<file path="config.mk">
export PLATFORM = sky130hd
export DESIGN_NAME = lif_param_loader
export DESIGN_NICKNAME = d
export VERILOG_FILES = /design/src/rtl/lif_param_loader.sv
export SDC_FILE = /design/constraint.sdc
export NUM_CORES = 1
export LEC_CHECK = 0
export CAP_MARGIN = 25
export CORE_MARGIN = 4
export CORE_UTILIZATION = 57
export DETAILED_ROUTE_END_ITERATION = 12
export PLACE_DENSITY = 0.84
export REMOVE_ABC_BUFFERS = 1
export SYNTH_ARGS = -nofsm -noshare
export SYNTH_HDL_FRONTEND = slang
export SYNTH_SLANG_ARGS = --single-unit
</file>
<file path="constraint.sdc">
create_clock -name clk -period 3 [get_ports clk]
set_input_delay 0.75 -clock clk [delete_from_list [all_inputs] [get_ports clk]]
set_output_delay 0.75 -clock clk [all_outputs]
set_load 0.02 [all_outputs]
</file>
<file path="src/rtl/lif_param_loader.sv">
// lif_param_loader
// Serial configuration transmitter for the LIF neuron configuration receiver.
// A parallel parameter frame is latched on start and shifted out MSB first on
// serial_data while load_mode is high, each bit held CLK_DIV cycles. The block
// then waits up to TIMEOUT cycles for params_ready and reports the outcome.
//
// Ports:
//   clk          in   rising-edge clock
//   reset        in   asynchronous active-high reset
//   start        in   request a transfer (sampled only when idle)
//   abort        in   cancel an in-progress transfer
//   frame        in   FRAME_BITS parameter frame, latched on accepted start
//   params_ready in   acknowledgement from the configuration receiver
//   load_mode    out  high while the serial frame is being sent
//   serial_data  out  current frame bit, MSB first
//   busy         out  high whenever a transfer is in progress
//   done         out  one-cycle pulse at the end of every transfer
//   ok           out  result of the last transfer (1 = acknowledged)
module lif_param_loader #(
  parameter int unsigned FRAME_BITS = 40,
  parameter int unsigned CLK_DIV    = 1,
  parameter int unsigned TIMEOUT    = 255
) (
  input  logic                  clk,
  input  logic                  reset,
  input  logic                  start,
  input  logic                  abort,
  input  logic [FRAME_BITS-1:0] frame,
  input  logic                  params_ready,
  output logic                  load_mode,
  output logic                  serial_data,
  output logic                  busy,
  output logic                  done,
  output logic                  ok
);

  localparam int unsigned BIT_W = (FRAME_BITS > 1) ? $clog2(FRAME_BITS) : 1;
  localparam int unsigned DIV_W = (CLK_DIV > 1) ? $clog2(CLK_DIV) : 1;
  localparam int unsigned TMR_W = (TIMEOUT > 0) ? $clog2(TIMEOUT + 1) : 1;

  localparam logic [BIT_W-1:0] BIT_LAST = BIT_W'(FRAME_BITS - 1);
  localparam logic [DIV_W-1:0] DIV_LAST = DIV_W'(CLK_DIV - 1);
  localparam logic [TMR_W-1:0] TMR_LAST = TMR_W'(TIMEOUT - 1);

  typedef enum logic [1:0] {
    IDLE,
    SHIFT,
    WAIT_RDY
  } state_t;

  state_t                state;
  logic [FRAME_BITS-1:0] shift_reg;
  logic [BIT_W-1:0]      bit_cnt;
  logic [DIV_W-1:0]      div_cnt;
  logic [TMR_W-1:0]      wait_tmr;
  // Records that params_ready was seen low during this transfer, so a stale
  // acknowledgement left high from a previous load is never accepted.
  logic                  seen_low;

  always_ff @(posedge clk or posedge reset) begin
    if (reset) begin
      state       <= IDLE;
      shift_reg   <= '0;
      bit_cnt     <= '0;
      div_cnt     <= '0;
      wait_tmr    <= '0;
      seen_low    <= 1'b0;
      load_mode   <= 1'b0;
      serial_data <= 1'b0;
      busy        <= 1'b0;
      done        <= 1'b0;
      ok          <= 1'b0;
    end else begin
      done <= 1'b0;
      case (state)
        IDLE: begin
          if (start) begin
            shift_reg   <= frame;
            ok          <= 1'b0;
            seen_low    <= 1'b0;
            bit_cnt     <= BIT_LAST;
            div_cnt     <= '0;
            state       <= SHIFT;
            busy        <= 1'b1;
            load_mode   <= 1'b1;
            // Registered output: present the MSB in the first SHIFT cycle.
            serial_data <= frame[FRAME_BITS-1];
          end
        end

        SHIFT: begin
          if (!params_ready) seen_low <= 1'b1;
          if (abort) begin
            state       <= IDLE;
            load_mode   <= 1'b0;
            serial_data <= 1'b0;
            busy        <= 1'b0;
            done        <= 1'b1;
            ok          <= 1'b0;
          end else if (div_cnt == DIV_LAST) begin
            div_cnt   <= '0;
            shift_reg <= {shift_reg[FRAME_BITS-2:0], 1'b0};
            if (bit_cnt == '0) begin
              state       <= WAIT_RDY;
              wait_tmr    <= '0;
              load_mode   <= 1'b0;
              serial_data <= 1'b0;
            end else begin
              bit_cnt     <= bit_cnt - BIT_W'(1);
              // Next bit is the one just below the current MSB.
              serial_data <= shift_reg[FRAME_BITS-2];
            end
          end else begin
            div_cnt <= div_cnt + DIV_W'(1);
          end
        end

        WAIT_RDY: begin
          wait_tmr <= wait_tmr + TMR_W'(1);
          if (!params_ready) seen_low <= 1'b1;
          if (abort) begin
            state <= IDLE;
            busy  <= 1'b0;
            done  <= 1'b1;
            ok    <= 1'b0;
          end else if (params_ready && seen_low) begin
            state <= IDLE;
            busy  <= 1'b0;
            done  <= 1'b1;
            ok    <= 1'b1;
          end else if (wait_tmr == TMR_LAST) begin
            // Timer value TIMEOUT-1 marks the last permitted wait cycle.
            state <= IDLE;
            busy  <= 1'b0;
            done  <= 1'b1;
            ok    <= 1'b0;
          end
        end

        default: begin
          state       <= IDLE;
          load_mode   <= 1'b0;
          serial_data <= 1'b0;
          busy        <= 1'b0;
        end
      endcase
    end
  end

endmodule

</file>
==> results.tsv <==
stage	metric	value	unit
outcome	status	finished, final reports clean	
place	post-place-ws	0.395	ns
critical_path	worst-setup-path-type	input pin to flop	
timing	timing.final.ws_setup	0.731	ns
synthesis	synth-main-ff-cell	dfrtp_1	
worst_hold_path	min-delay-start	shift_reg[23]	
final_layout	largest_register_ffs	39	
cts	hold_buffers	0	
worst_hold_path	worstHoldPathCells	2	
critical_path	critPathLaunchType	input pin	
timing	fmaxAchievable	441	MHz
cts	cts_num_sinks	61	
floorplan	start_util	59.4	%
final_layout	final_cells	432	
cts	path_clk_slew	0.07	ns
global_routing	globalRoute.totalOverflow	0	
route	drc_errors	0	
cts	cts_made_buffers	9	
route	vias_per_cell	5.67	
critical_path	cp.arrival	2.52	ns
route	dr.pass1.iters	4	
critical_path	critPathMaxFanout	15	
route	routedWlPerCell	14.9	um
place	placed_cells	416	
final_layout	drive_above_1_share	6.91	%
final_layout	area_growth	26.6	%
cts	post_cts.repair.setup_buffers	0	
floorplan	die_w	81.2	um
route	wl	6450	um
timing	tns	0	ns
floorplan	die_h	81.2	um
cts	root_buffer	clkbuf_8	
floorplan	core_area	5140	sq um
timing	period_share	75.6	%
cts	clk_latency	0.34	ns
synthesis	avgSynthCellArea	9.88	sq um
critical_path	r2r_end	bit_cnt[1]	
floorplan	io_pins	50	
synthesis	synth_cell_types	34	
timing	min_period	2.27	ns
power	power.density	926	nW/um^2
timing	worst_pin_slew	0.681	ns
critical_path	reg2reg_slack	0.92	ns
place	io_buffers	49	
critical_path	worstPathRequired	3.25	ns
timing	slew-limit-headroom	54.6	%
synthesis	synth_area	3050	sq um
final_layout	n_antenna_cell	0	
worst_hold_path	hold_path_end	shift_reg[23]	
global_routing	grt_pass1_vias	2472	
synthesis	synth-edff-count	0	
timing	whs	0.478	ns
critical_path	cp-end-kind	flop	
place	hpwl	4430	um
route	vias	2448	
synthesis	yosysSeqAreaShare	50.0	%
floorplan	num_rows	26	
synthesis	yosys_warnings	0	
cts	cts_resized	0	
timing	setup-violations-final	0	
final_layout	nNetsFinal	411	
global_routing	antenna_found_initial	0	
synthesis	async_flop_share	100	%
place	placed_area	3620	sq um
global_routing	grt_use_total	22.2	%
route	antenna_left	0	
timing	maxSlewViolCount	0	
global_routing	grt_max_degree	81	
synthesis	ys_ff_latch	61	
cts	htree_levels	3	
critical_path	r2r_start	state[1]	
power	vdd_drop_max	480	uV
timing	rsz0062_at_grt	false	
flow_run	maxCapViolations	0	
power	p_leak	0.00168	uW
timing	fin_skew	0.00851	ns
global_routing	grt_pass1_wl	11100	um
cts	cts_tree	yes	
worst_hold_path	hold_class	flop to flop	
synthesis	synth_cells	309	
final_layout	design_area	3860	sq um
route	drt_first_iter_violations	144	
critical_path	reg2reg_depth	6	
floorplan	dieArea	6590	sq um
place	gp_congestion	0.833	
cts	cts_max_path_buffers	2	
timing	hold_violations	0	
how the worst max path moves through the flow:
stage / startpoint / to / slack, ns / depth (start not counted)
2_1_floorplan: state[1] / bit_cnt[5] / -1.81 / 5
3_3_place_gp: abort / wait_tmr[4] / 0.45 / 5
3_5_place_dp: abort / wait_tmr[7] / 0.39 / 5
4_1_cts: abort / wait_tmr[4] / 0.74 / 5
5_1_grt: abort / wait_tmr[7] / 0.60 / 5
6_report: abort / wait_tmr[4] / 0.73 / 5
layout by cell type, fill, tap and decap left out, drive strengths merged:
cell	n
a211oi	2
a21boi	1
a21oi	10
a22o	1
a31o	1
a31oi	9
a32o	1
and2	1
and3	2
and4	1
buf	3
bufinv	3
clkbuf	10
clkdlybuf4s50	49
clkinv	1
clkinvlp	2
dfrtp	61
ha	9
inv	9
mux2	1
mux2i	38
nand2	48
nand2b	4
nand3	6
nand3b	1
nand4	3
nor2	10
nor2b	4
nor3	5
o211a	1
o211ai	3
o21ai	49
o31ai	4
o32a	2
or3	6
or4	1
per-layer routing:
layer	track usage [%]	up-vias	share of wire, %
met5	0	-	0
met4	11.5	0	2.8
met3	4.88	17	5.3
met2	36.4	73	49
met1	27.6	1159	43
li1	-	1199	-
cell families after synthesis:
logic type               Yosys count  synth area share (%)
AO/OA/AOI/OAI                     84                  16.3
adder cells (fa/ha/maj)            9                  3.69
buffers and inverters             24                  3.20
flip-flops                        61                  50.0
multiplexers                      39                  12.8
AND/OR/NAND/NOR                   92                  14.0
critical path, stage by stage:
cell and delay (ns):
clkdlybuf4s50_1 0.49, nand2b_1 0.28, o32a_4 0.48, or3_1 0.36, a21oi_1 0.17
Yosys cell counts, types with 4 or more instances:
master,number,share of area (%)
a21oi_1,10,1.6
a31oi_1,9,1.8
clkbuf_1,14,1.7
dfrtp_1,61,50
ha_1,9,3.7
inv_1,9,1.1
mux2i_1,38,12
nand2_1,48,5.9
nand2b_1,4,0.82
nand3_1,6,0.98
nor2_1,10,1.2
nor2b_1,4,0.82
nor3_1,5,0.82
o21ai_0,49,8.0
o31ai_1,4,0.98
or3_1,5,1.0
layout make-up:
type	count	area, sq um
sequential	61	1530
clock buffer	10	138
tap	70	87.6
inverter	9	33.8
clock inverter	6	110
timing repair buffer	52	538
multi-input combinational	224	1430
fill	381	1280
through the flow:
stage	util (%)	total power, uW
after global placement	70.4	2620
after detailed placement	70.4	2700
after global routing	75.2	3870
after floorplan	-	2320
after CTS	75.2	3610
final	75.2	3580
power by group:
| part | switching, uW | total, uW | internal [uW] | leakage [uW] |
|---|---|---|---|---|
| clock network | 329 | 902 | 573 | 0.000119 |
| logic | 745 | 1330 | 590 | 0.000822 |
| registers | 192 | 1340 | 1150 | 0.000738 |
| total | 1270 | 3580 | 2310 | 0.00168 |
Power figures use the tool's default switching activity.
